[src/rtl/aesl_deadlock_pkg.sv]
// aesl_deadlock_pkg: shared types and defaults for the deadlock reporter
package aesl_deadlock_pkg;

   typedef enum logic [1:0] {
      IDLE   = 2'd0,
      ARMING = 2'd1,
      REPORT = 2'd2,
      HOLD   = 2'd3
   } state_e;

   localparam int DEF_AXIS_NUM     = 3;
   localparam int DEF_THRESHOLD    = 16;
   localparam int DEF_CNT_WIDTH    = 16;
   localparam int DEF_TS_WIDTH     = 32;
   localparam int REPORT_CNT_WIDTH = 8;

   function automatic logic [REPORT_CNT_WIDTH-1:0] sat_inc(input logic [REPORT_CNT_WIDTH-1:0] v);
      return (&v) ? v : v + 1'b1;
   endfunction

endpackage

[src/rtl/aesl_deadlock_stall_timer.sv]
// aesl_deadlock_stall_timer: counts consecutive block cycles and flags persistence
module aesl_deadlock_stall_timer
   import aesl_deadlock_pkg::*;
#(
   parameter int THRESHOLD = DEF_THRESHOLD,
   parameter int CNT_WIDTH = DEF_CNT_WIDTH
) (
   input  logic clk_i,
   input  logic rst_i,
   input  logic block_i,
   input  logic restart_i,
   output logic expired_o
);

   localparam logic [CNT_WIDTH-1:0] LAST = CNT_WIDTH'(THRESHOLD - 1);

   logic [CNT_WIDTH-1:0] stall_cnt_q, stall_cnt_d;

   assign expired_o = block_i && !restart_i && (stall_cnt_q == LAST);

   // any low sample, a restart or qualification itself returns the count to zero
   always_comb begin
      stall_cnt_d = (restart_i || !block_i || expired_o) ? '0 : stall_cnt_q + 1'b1;
   end

   // stall counter register
   always_ff @(posedge clk_i) begin
      if (rst_i) stall_cnt_q <= '0;
      else       stall_cnt_q <= stall_cnt_d;
   end

endmodule

[src/rtl/aesl_deadlock_reporter.sv]
// aesl_deadlock_reporter: qualifies a deadlock verdict and issues one timestamped report per episode
module aesl_deadlock_reporter
   import aesl_deadlock_pkg::*;
#(
   parameter int AXIS_NUM  = DEF_AXIS_NUM,
   parameter int THRESHOLD = DEF_THRESHOLD,
   parameter int CNT_WIDTH = DEF_CNT_WIDTH,
   parameter int TS_WIDTH  = DEF_TS_WIDTH
) (
   input  logic                        clock,
   input  logic                        reset,
   input  logic                        block,
   input  logic [AXIS_NUM-1:0]         axis_block_sigs,
   input  logic                        clear,
   output logic                        report_valid,
   input  logic                        report_ready,
   output logic [TS_WIDTH-1:0]         report_ts,
   output logic [AXIS_NUM-1:0]         report_axis,
   output logic [REPORT_CNT_WIDTH-1:0] report_count,
   output logic                        deadlock
);

   state_e                        state_q, state_d;
   logic [TS_WIDTH-1:0]           cycle_cnt_q, cycle_cnt_d;
   logic [TS_WIDTH-1:0]           report_ts_q, report_ts_d;
   logic [AXIS_NUM-1:0]           report_axis_q, report_axis_d;
   logic [REPORT_CNT_WIDTH-1:0]   report_count_q, report_count_d;
   logic                          report_valid_q, report_valid_d;
   logic                          deadlock_q, deadlock_d;
   logic                          expired, restart, accept, load;

   assign restart = clear || (state_q == REPORT) || (state_q == HOLD);

   aesl_deadlock_stall_timer #(
      .THRESHOLD (THRESHOLD),
      .CNT_WIDTH (CNT_WIDTH)
   ) u_timer (
      .clk_i     (clock),
      .rst_i     (reset),
      .block_i   (block),
      .restart_i (restart),
      .expired_o (expired)
   );

   // next state, snapshot capture and handshake accounting; clear overrides everything
   always_comb begin
      state_d = state_q;
      unique case (state_q)
         IDLE, ARMING: state_d = expired ? REPORT : (block ? ARMING : IDLE);
         REPORT:       state_d = (report_valid_q && report_ready) ? HOLD : REPORT;
         HOLD:         state_d = HOLD;
      endcase
      if (clear) state_d = IDLE;
      accept         = (state_q == REPORT) && report_valid_q && report_ready && !clear;
      load           = (state_d == REPORT) && (state_q != REPORT);
      cycle_cnt_d    = cycle_cnt_q + 1'b1;
      report_ts_d    = load ? cycle_cnt_q : report_ts_q;
      report_axis_d  = load ? axis_block_sigs : report_axis_q;
      report_count_d = accept ? sat_inc(report_count_q) : report_count_q;
      report_valid_d = (state_d == REPORT);
      deadlock_d     = (state_d == REPORT) || (state_d == HOLD);
   end

   // state and output registers
   always_ff @(posedge clock) begin
      if (reset) begin
         state_q        <= IDLE;
         cycle_cnt_q    <= '0;
         report_ts_q    <= '0;
         report_axis_q  <= '0;
         report_count_q <= '0;
         report_valid_q <= 1'b0;
         deadlock_q     <= 1'b0;
      end else begin
         state_q        <= state_d;
         cycle_cnt_q    <= cycle_cnt_d;
         report_ts_q    <= report_ts_d;
         report_axis_q  <= report_axis_d;
         report_count_q <= report_count_d;
         report_valid_q <= report_valid_d;
         deadlock_q     <= deadlock_d;
      end
   end

   assign report_valid = report_valid_q;
   assign report_ts    = report_ts_q;
   assign report_axis  = report_axis_q;
   assign report_count = report_count_q;
   assign deadlock     = deadlock_q;

endmodule

[config.mk]
export PLATFORM = sky130hd
export DESIGN_NAME = aesl_deadlock_reporter
export DESIGN_NICKNAME = d
export VERILOG_FILES = /design/src/rtl/aesl_deadlock_pkg.sv /design/src/rtl/aesl_deadlock_stall_timer.sv /design/src/rtl/aesl_deadlock_reporter.sv
export SDC_FILE = /design/constraint.sdc
export NUM_CORES = 1
export LEC_CHECK = 0
export ABC_AREA = 1
export CAP_MARGIN = 10
export CORE_MARGIN = 1
export CORE_UTILIZATION = 50
export DETAILED_ROUTE_END_ITERATION = 8
export DONT_BUFFER_PORTS = 1
export GPL_TIMING_DRIVEN = 0
export PLACE_DENSITY_LB_ADDON = 0.3
export SLEW_MARGIN = 20
export SYNTH_ARGS = -nofsm -noshare
export SYNTH_HDL_FRONTEND = slang
export SYNTH_SLANG_ARGS = --single-unit
[constraint.sdc]
create_clock -name clock -period 1.65 [get_ports clock]
set_input_delay 0.33 -clock clock [delete_from_list [all_inputs] [get_ports clock]]
set_output_delay 0.33 -clock clock [all_outputs]
set_load 0.005 [all_outputs]
-- Word-level counts from Yosys, hierarchy flattened
Index checks and enable logic that the tools add are counted.
- bits in registers: 95
- logic and storage cells: 44
- output and inout port bits: 45
- input port bits: 8
- bitwise gates (word level): 1
- mux-type cells: 5
- equal/unequal tests: 7
- reduce and logical (&&, ||, !) cells: 20
- add/subtract/negate cells: 3
- operators with widths (cell ; count):
    adder 32 x 1 -> 32 bit (second input constant) ; 1
    adder 16 x 1 -> 16 bit (second input constant) ; 1
    equality test 16 x 4 -> 1 bit (second input constant) ; 1
    adder 8 x 1 -> 8 bit (second input constant) ; 1
    equality test 2 bit (second input constant) ; 4
    AND reduction 8 bit ; 1
    logical AND 1 bit ; 7
    one-hot mux 2 bit (3 select lines) ; 1
    logical OR 1 bit ; 5
    2-to-1 mux 2 bit ; 2
    OR reduction 2 bit ; 2
    zero test 1 bit ; 3
    equality test 2 x 1 -> 1 bit (second input constant) ; 1
    zero test 2 bit ; 1
    2-to-1 mux 1 bit ; 2
    != test 2 bit (second input constant) ; 1
    AND reduction 2 bit ; 1
    NOT 1 bit ; 1

-- Logic depth before layout (Yosys ltp)
Gate-level depths: netlist (run 1).
- depth in word-level cells: 11
- gate-level depth with buffers: 10
- gate-level depth less buffers: 10

-- Cells and area by module
A second synthesis (run 1) with hierarchy kept.
- cells, all modules: 655
- area total of the unflattened synthesis: 4451.8 um^2
- modules (own cells, without submodules) (module ; sequential area each (um^2) ; instances ; area an instance (um^2) ; cells each):
    aesl_deadlock_reporter ; 1581.5 ; 1 ; 3559.7 ; 518
    aesl_deadlock_stall_timer ; 320.3 ; 1 ; 892.1 ; 137

-- Worst setup path before layout (run 1)
OpenSTA, ideal clock, no wires.
- path type: reg2reg
- from: reg u_timer.stall_cnt_q[0]
- to: reg report_axis_q[2] (netlist: report_axis[2])
- cell stages (with the launch flop): 8
- slack: 188 ps
- clock period less this slack: 1462 ps
- data required time: 1518 ps
- setup time: 132 ps
- path buffers: 1
- arrival time: 1330 ps
- path through: dfxtp_1 > ha_1 > nand3_2 > nor2_8 > nand3_4 > buf_2 > nand2_1 > a21oi_1
- cells in the longest elaborated chain, start to end: 7
- ends and longest elaborated chain (what ; line ; RTL):
    from (decl) ; aesl_deadlock_stall_timer.sv:17 ; logic [CNT_WIDTH-1:0] stall_cnt_q, stall_cnt_d;
    from (signal assigned) ; aesl_deadlock_stall_timer.sv:29 ; else stall_cnt_q <= stall_cnt_d;
    equality test 16 x 4 -> 1 bit ; aesl_deadlock_stall_timer.sv:19 ; assign expired_o = block_i && !restart_i && (stall_cnt_q == LAST);
    logical AND 1 bit ; aesl_deadlock_stall_timer.sv:19 ;
    2-to-1 mux 2 bit ; aesl_deadlock_reporter.sv:49 ; IDLE, ARMING: state_d = expired ? REPORT : (block ? ARMING : IDLE);
    one-hot mux 2 bit (3 select lines) ; aesl_deadlock_reporter.sv:48 ; unique case (state_q)
    2-to-1 mux 2 bit ; aesl_deadlock_reporter.sv:53 ; if (clear) state_d = IDLE;
    equality test 2 bit ; aesl_deadlock_reporter.sv:55 ; load = (state_d == REPORT) && (state_q != REPORT);
    logical AND 1 bit ; aesl_deadlock_reporter.sv:55 ;
    to (signal assigned) ; aesl_deadlock_reporter.sv:78 ; report_axis_q <= report_axis_d;
    to (decl) ; aesl_deadlock_reporter.sv:26 ; logic [AXIS_NUM-1:0] report_axis_q, report_axis_d;
Every way passes these cells.
A chain may end at the register's enable or synchronous reset.

-- Worst setup path after layout (run 1)
- from: reg cycle_cnt_q[0]
- to: reg cycle_cnt_q[12]
- cells in the longest elaborated chain, start to end: 1
- ends and longest elaborated chain (what ; line ; RTL):
    from (decl) ; aesl_deadlock_reporter.sv:24 ; logic [TS_WIDTH-1:0] cycle_cnt_q, cycle_cnt_d;
    from (signal assigned) ; aesl_deadlock_reporter.sv:76 ; cycle_cnt_q <= cycle_cnt_d;
    adder 32 x 1 -> 32 bit ; aesl_deadlock_reporter.sv:56 ; cycle_cnt_d = cycle_cnt_q + 1'b1;
Every way passes these cells.

==> flow_metrics.tcl, run 1 <==
set metrics [dict create \
    num_io_pins 53 \
    start_kind "flop" \
    antenna_cells 0 \
    syn_nets 632 \
    path_class "flop to flop" \
    dr.pass1.iters 5 \
    post-place-ws_ns -0.1119 \
    antenna_found_initial 0 \
    setup_violations 0 \
    port-buffer-count 0 \
    clkSinkCount 95 \
    crit_arrival_ns 1.84 \
    hold_ws_ns 0.1394 \
    final_cell_mix "nand2_1 (179), dfxtp_1 (91), nor2_1 (82)" \
    die_h_um 95.40 \
    synth_seq_cells 95 \
    vias 4042 \
    cp-end-kind "flop" \
    worstPathRequired_ns 1.94 \
    cp_max_fo 6 \
    numCtsBuffers 9 \
    gp_congestion 0.8881 \
    maxSlewHeadroom_pct 59.98 \
    ff_latch_area_mm2 0.001907 \
    cts.path.max_buffers 2 \
    grt_max_degree 17 \
    drt-vias-per-instance 5.404 \
    worst_pin_slew_ns 0.6003 \
    drtIter0Drc 190 \
    dieArea_mm2 0.009101 \
    timing.final.crit_period_ns 1.556 \
    initial_core_util_pct 52.30 \
    power.density_mw_per_mm2 885.5 \
    drc 0 \
    hpwl_um 7810 \
    clkSlewWorstSetupHoldPaths_ns 0.10 \
    cts_tree "built" \
    grt_use_total_pct 23.57 \
    drive_gt1_share_pct 9.331 \
    h-tree-depth 3 \
    seq_area_frac_synth_pct 43.60 \
    clock_latency_ns 0.36 \
    max_freq_ghz 0.6428 \
    layout.nets 649 \
    ant_nets 0 \
    synth_area_per_cell_um2 7.024 \
    synth_warnings 0 \
    multi_input_area_mm2 0.002205 \
    die_w_um 95.40 \
    first_global_vias 3559 \
    worst_slack_ns 0.09420 \
    grt_pass1_wl_um 16570 \
    cellLeakagePower_nw 1.523 \
    cap_violations 0 \
    irDropWorstVdd_uv 539.1 \
    postPlaceCellArea_mm2 0.004493 \
    min_path_type "input port to flop" \
    core_mm2 0.008341 \
    hold_viol 0 \
    final_common_cell "nand2_1" \
    yosysUniqueCellTypes 27 \
    grt_overflow 0 \
    tns_ns 0 \
    finalClockSkew_ns 0.007514 \
    syn_inst 621 \
    n_fill_cell 787 \
    rsz0062_at_grt "no" \
    rows 33 \
    period_share_pct 94.29 \
    final_util_pct 57.85 \
    syn_to_final_growth_pct 10.61 \
    routed_wl_um 10450 \
    finalInstanceArea_mm2 0.004825 \
    status "complete, no violations" \
    drv_slew 0 \
    synth_area_mm2 0.004362 \
    cts_root_buffer "clkbuf_8" \
    routedWlPerCell_um 13.97 \
]
## worst paths after layout
kind	slack (ns)	startpoint	depth (start not counted)	end
max reg2reg	0.09	cycle_cnt_q[0]	8	cycle_cnt_q[12]
max	0.09	cycle_cnt_q[0]	8	cycle_cnt_q[12]
min	0.14	axis_block_sigs[1]	2	report_axis[1]
min reg2reg	0.46	u_timer.stall_cnt_q[0]	1	u_timer.stall_cnt_q[0]
## report_power, final
part	switching, W	internal, W	total, W
Clock	0.000850	0.00102	0.00187
Combinational	0.0000715	0.0000199	0.0000914
Sequential	0.00000939	0.00230	0.00231
Total	0.000931	0.00334	0.00427
## per-layer routing
| metal | vias to the layer above | GRT usage, % | share of wire, % |
|---|---|---|---|
| li1 | 2070 | - | - |
| met1 | 1849 | 29.14 | 45 |
| met2 | 110 | 41.43 | 48 |
| met3 | 13 | 3.748 | 5.3 |
| met4 | 0 | 8.085 | 1.5 |
| met5 | - | 0 | 0 |
## worst max-delay path, stage by stage (launching register included)
cell     delay (ns)
dfxtp_2        0.38
ha_2           0.26
nand2_1        0.12
nor2_4         0.15
inv_1          0.09
nor2_2         0.19
xor2_1         0.16
inv_1          0.05
nor2_1         0.09
## Yosys cell counts, drive strengths merged
library cell,count,area (um^2)
nand2,181,684.4
and3,1,6.260
buf,13,75.07
nand4,40,250.2
ha,3,37.54
xor2,10,87.58
a21oi,76,380.4
xnor2,3,26.28
o21ai,11,55.05
clkinv,1,3.750
nor2,92,391.6
dfxtp,95,1902
nand3,14,92.59
nor3,9,45.04
clkbuf,8,30.03
or2,2,12.52
inv,49,183.9
nand3b,13,97.59
## registers in the layout, indices dropped and copies added, names as in the netlist
register             count
u_timer.stall_cnt_q     16
report_valid             1
report_axis              3
deadlock                 1
state_q                  2
cycle_cnt_q             32
report_ts               32
report_count             8
## kinds of logic (layout without fill, tap and decap cells)
| kind of cell | after synthesis | count (layout) | synth area share [%] |
|---|---|---|---|
| and+or+nand+nor | 352 | 352 | 36.23 |
| DFF | 95 | 95 | 43.60 |
| AOI/OAI and AO/OA | 87 | 87 | 9.983 |
| buffers and inverters | 71 | 93 | 6.713 |
| xor gates and xnor gates | 13 | 13 | 2.610 |
| adders and majority gates | 3 | 3 | 0.8607 |
## area by class of cell
class                           instances  share of cell area [%]
Buffer                                 21                   2.178
Clock buffer                           10                   2.645
Clock inverter                          6                   2.412
Inverter                               50                   3.890
Multi-Input combinational cell        455                   45.69
Sequential cell                        95                   39.52
Tap cell                              105                   2.723
Timing Repair Buffer                    6                  0.9336
## stage by stage
| stage | total power, W | std cells |
|---|---|---|
| after floorplan | 0.002423 | 621 |
| after global placement | 0.002449 | 726 |
| after detailed placement | 0.002452 | 726 |
| after CTS | 0.004290 | 744 |
| after global routing | 0.004393 | 748 |
| final | 0.004272 | 748 |
## timing repair
action,4_1_cts,5_1_grt
buffers inserted,2,4
hold buffers,0,0
pin swaps,1,1
endpoints found under the hold margin,0,0
setup endpoints to repair,42,40
gates resized for setup,2,11
gates cloned,0,0
Power figures use the tool's default switching activity.
==> inputs of run 2 (changes only) <==
--- a/config.mk
+++ b/config.mk
@@ -8,7 +8,7 @@
 export ABC_AREA = 1
 export CAP_MARGIN = 10
 export CORE_MARGIN = 1
-export CORE_UTILIZATION = 50
+export CORE_UTILIZATION = 63
 export DETAILED_ROUTE_END_ITERATION = 8
 export DONT_BUFFER_PORTS = 1
 export GPL_TIMING_DRIVEN = 0
==> run 2 against run 1 <==
  * Total power shrank 9.1%
  * Combinational power grew 3.4%
  * Sequential power hardly changed
  * Count of clock-buffer cells in the layout fell by 1
  * Final cell count is 4.0% lower
  * Register-to-register slack hardly changed
  * Clock power fell by 21%
  * Sequential cell count unchanged
  * Sequential share of layout area up 0.79 points
  * Non-clock buffer count shrank 2
  * Critical path type unchanged
  * Critical endpoint is now report_ts[27]
  * Largest power group unchanged
==> flow_metrics.tcl, run 2 (synthesis gave the netlist of run 1 again) <==
set metrics [dict create \
    syn_to_final_growth_pct 8.376 \
    worst_pin_slew_ns 0.6049 \
    timing.final.crit_period_ns 1.548 \
    status "complete, no violations" \
    reg2reg_from "u_timer.stall_cnt_q[0]" \
    reg2reg_to "report_ts[27]" \
    path_class "flop to flop" \
    cts.path.max_buffers 2 \
    final_cell_mix "nand2_1 (179), dfxtp_1 (92), nor2_1 (84)" \
    routedWlPerCell_um 14.49 \
    path_buf_inv 2 \
    h-tree-depth 3 \
    holdPathStages 2 \
    min_path_type "input port to flop" \
    crit_end "report_ts[27]" \
    maxSlewHeadroom_pct 59.68 \
    p_total_w 0.003884 \
    gp_congestion 0.8938 \
    crit_start "u_timer.stall_cnt_q[0]" \
    numCtsBuffers 9 \
    cp_num_cells 7 \
    crit_chain "ha_4, nand3_4, nor2_8, buf_4, buf_4, nand4_1, a21oi_1" \
    ant_nets 0 \
    core_mm2 0.006531 \
    antenna_found_initial 0 \
    rows 29 \
    vias 4104 \
    clkSinkCount 95 \
    reg2reg_depth 7 \
    cts_root_buffer "clkbuf_8" \
    port-buffer-count 0 \
    setup_violations 0 \
    hold_ws_ns 0.1185 \
    crit_arrival_ns 1.85 \
    grt_use_total_pct 30.16 \
    dr.pass1.iters 4 \
    irDropWorstVdd_uv 586.8 \
    power.density_mw_per_mm2 821.7 \
    finalClockSkew_ns 0.01021 \
    routed_wl_um 10410 \
    cap_violations 0 \
    worstPathRequired_ns 1.95 \
    num_io_pins 53 \
    tns_ns 0 \
    initial_core_util_pct 66.78 \
    start_kind "flop" \
    final_common_cell "nand2_1" \
    cp_top_family "flip-flops" \
    cellLeakagePower_nw 1.491 \
    cp_max_fo 10 \
    drc 0 \
    critPathSlowestCell "dfxtp_1" \
    drv_slew 0 \
    drive_gt1_share_pct 8.736 \
    layout.nets 647 \
    clock_latency_ns 0.37 \
    n_fill_cell 533 \
    die_h_um 85.21 \
    dieArea_mm2 0.007260 \
    die_w_um 85.21 \
    hpwl_um 7613 \
    grt_max_degree 19 \
    grt_overflow 0 \
    antenna_cells 0 \
    cts_tree "built" \
    hold_viol 0 \
    grt_pass1_wl_um 17390 \
    slowest_delay_ns 0.41 \
    clkSlewWorstSetupHoldPaths_ns 0.10 \
    drt-vias-per-instance 5.716 \
    drtIter0Drc 197 \
    first_global_vias 3912 \
    period_share_pct 93.79 \
    crit_top_cell "buf_4" \
    r2r_slack_ns 0.10 \
    worstHoldStart "axis_block_sigs[2]" \
    max_freq_ghz 0.6462 \
    cp-end-kind "flop" \
]
-- run 2: cell count changes in the layout (fill, tap and decap cells not counted), moves of 2 or more --
cell        before  now
buf_2            9    6
nor2_1          82   84
nor2_2           5    3
bufinv_16        3    0
inv_6            2    0
clkinvlp_4       0    2
inv_8            0    3
-- run 2: report_power, final --
| part | internal (W) | total (W) | switching, W |
|---|---|---|---|
| logic | 0.0000203 | 0.0000945 | 0.0000743 |
| clock network | 0.000584 | 0.00148 | 0.000896 |
| registers | 0.00230 | 0.00231 | 0.0000100 |
| total | 0.00290 | 0.00388 | 0.000981 |
-- run 2: worst min path at each step --
stage	slack, ns	end
after global placement	0.43	u_timer.stall_cnt_q[0]
after floorplan	0.42	u_timer.stall_cnt_q[0]
final	0.12	report_axis[2]
after detailed placement	0.44	u_timer.stall_cnt_q[0]
after global routing	0.10	report_axis[1]
after CTS	0.11	report_axis[1]
-- run 2: repair_timing --
action | CTS | global route
resized for setup | 1 | 16
gates cloned | 0 | 0
hold buffers | 0 | 0
endpoints found under the setup margin | 41 | 45
setup buffers | 2 | 2
pin swaps | 1 | 1
-- run 2: layer usage --
layer	GRT usage (%)	routed length, um	vias to the layer above
li1	-	-	2060
met1	37.00	4514	1899
met2	51.39	5025	111
met3	5.350	545	34
met4	14.33	321	0
met5	0	0	-
-- run 2: metrics by stage --
step | setup WS [ns] | utilization [%] | instances | instance area, um^2
after floorplan | 0.1876 | - | 621 | 4362
after detailed placement | -0.1011 | 68.26 | 698 | 4458
final | 0.1024 | 72.38 | 718 | 4727
after global routing | -0.004410 | 72.38 | 718 | 4727
after CTS | 0.01433 | 71.44 | 716 | 4666
after global placement | -0.05127 | 68.26 | 698 | 4458
-- run 2: area by class of cell --
class / instances / area [um^2] / area share, %
clock buffers: 9 / 123.9 / 2.620
flip-flops and latches: 95 / 1906 / 40.31
plain buffers: 21 / 112.6 / 2.382
clock inverters: 7 / 66.31 / 1.403
repair buffers: 4 / 30.03 / 0.6353
inverters: 50 / 187.7 / 3.970
multi-input cells: 455 / 2205 / 46.64
well taps: 77 / 96.34 / 2.038
==> inputs of run 3 (changes only) <==
--- a/config.mk
+++ b/config.mk
@@ -7,7 +7,6 @@
 export LEC_CHECK = 0
 export ABC_AREA = 1
 export CAP_MARGIN = 10
-export CORE_MARGIN = 1
 export CORE_UTILIZATION = 63
 export DETAILED_ROUTE_END_ITERATION = 8
 export DONT_BUFFER_PORTS = 1
==> results of run 3 <==
The final DEF is identical to that of run 2; final timing and power are the same.
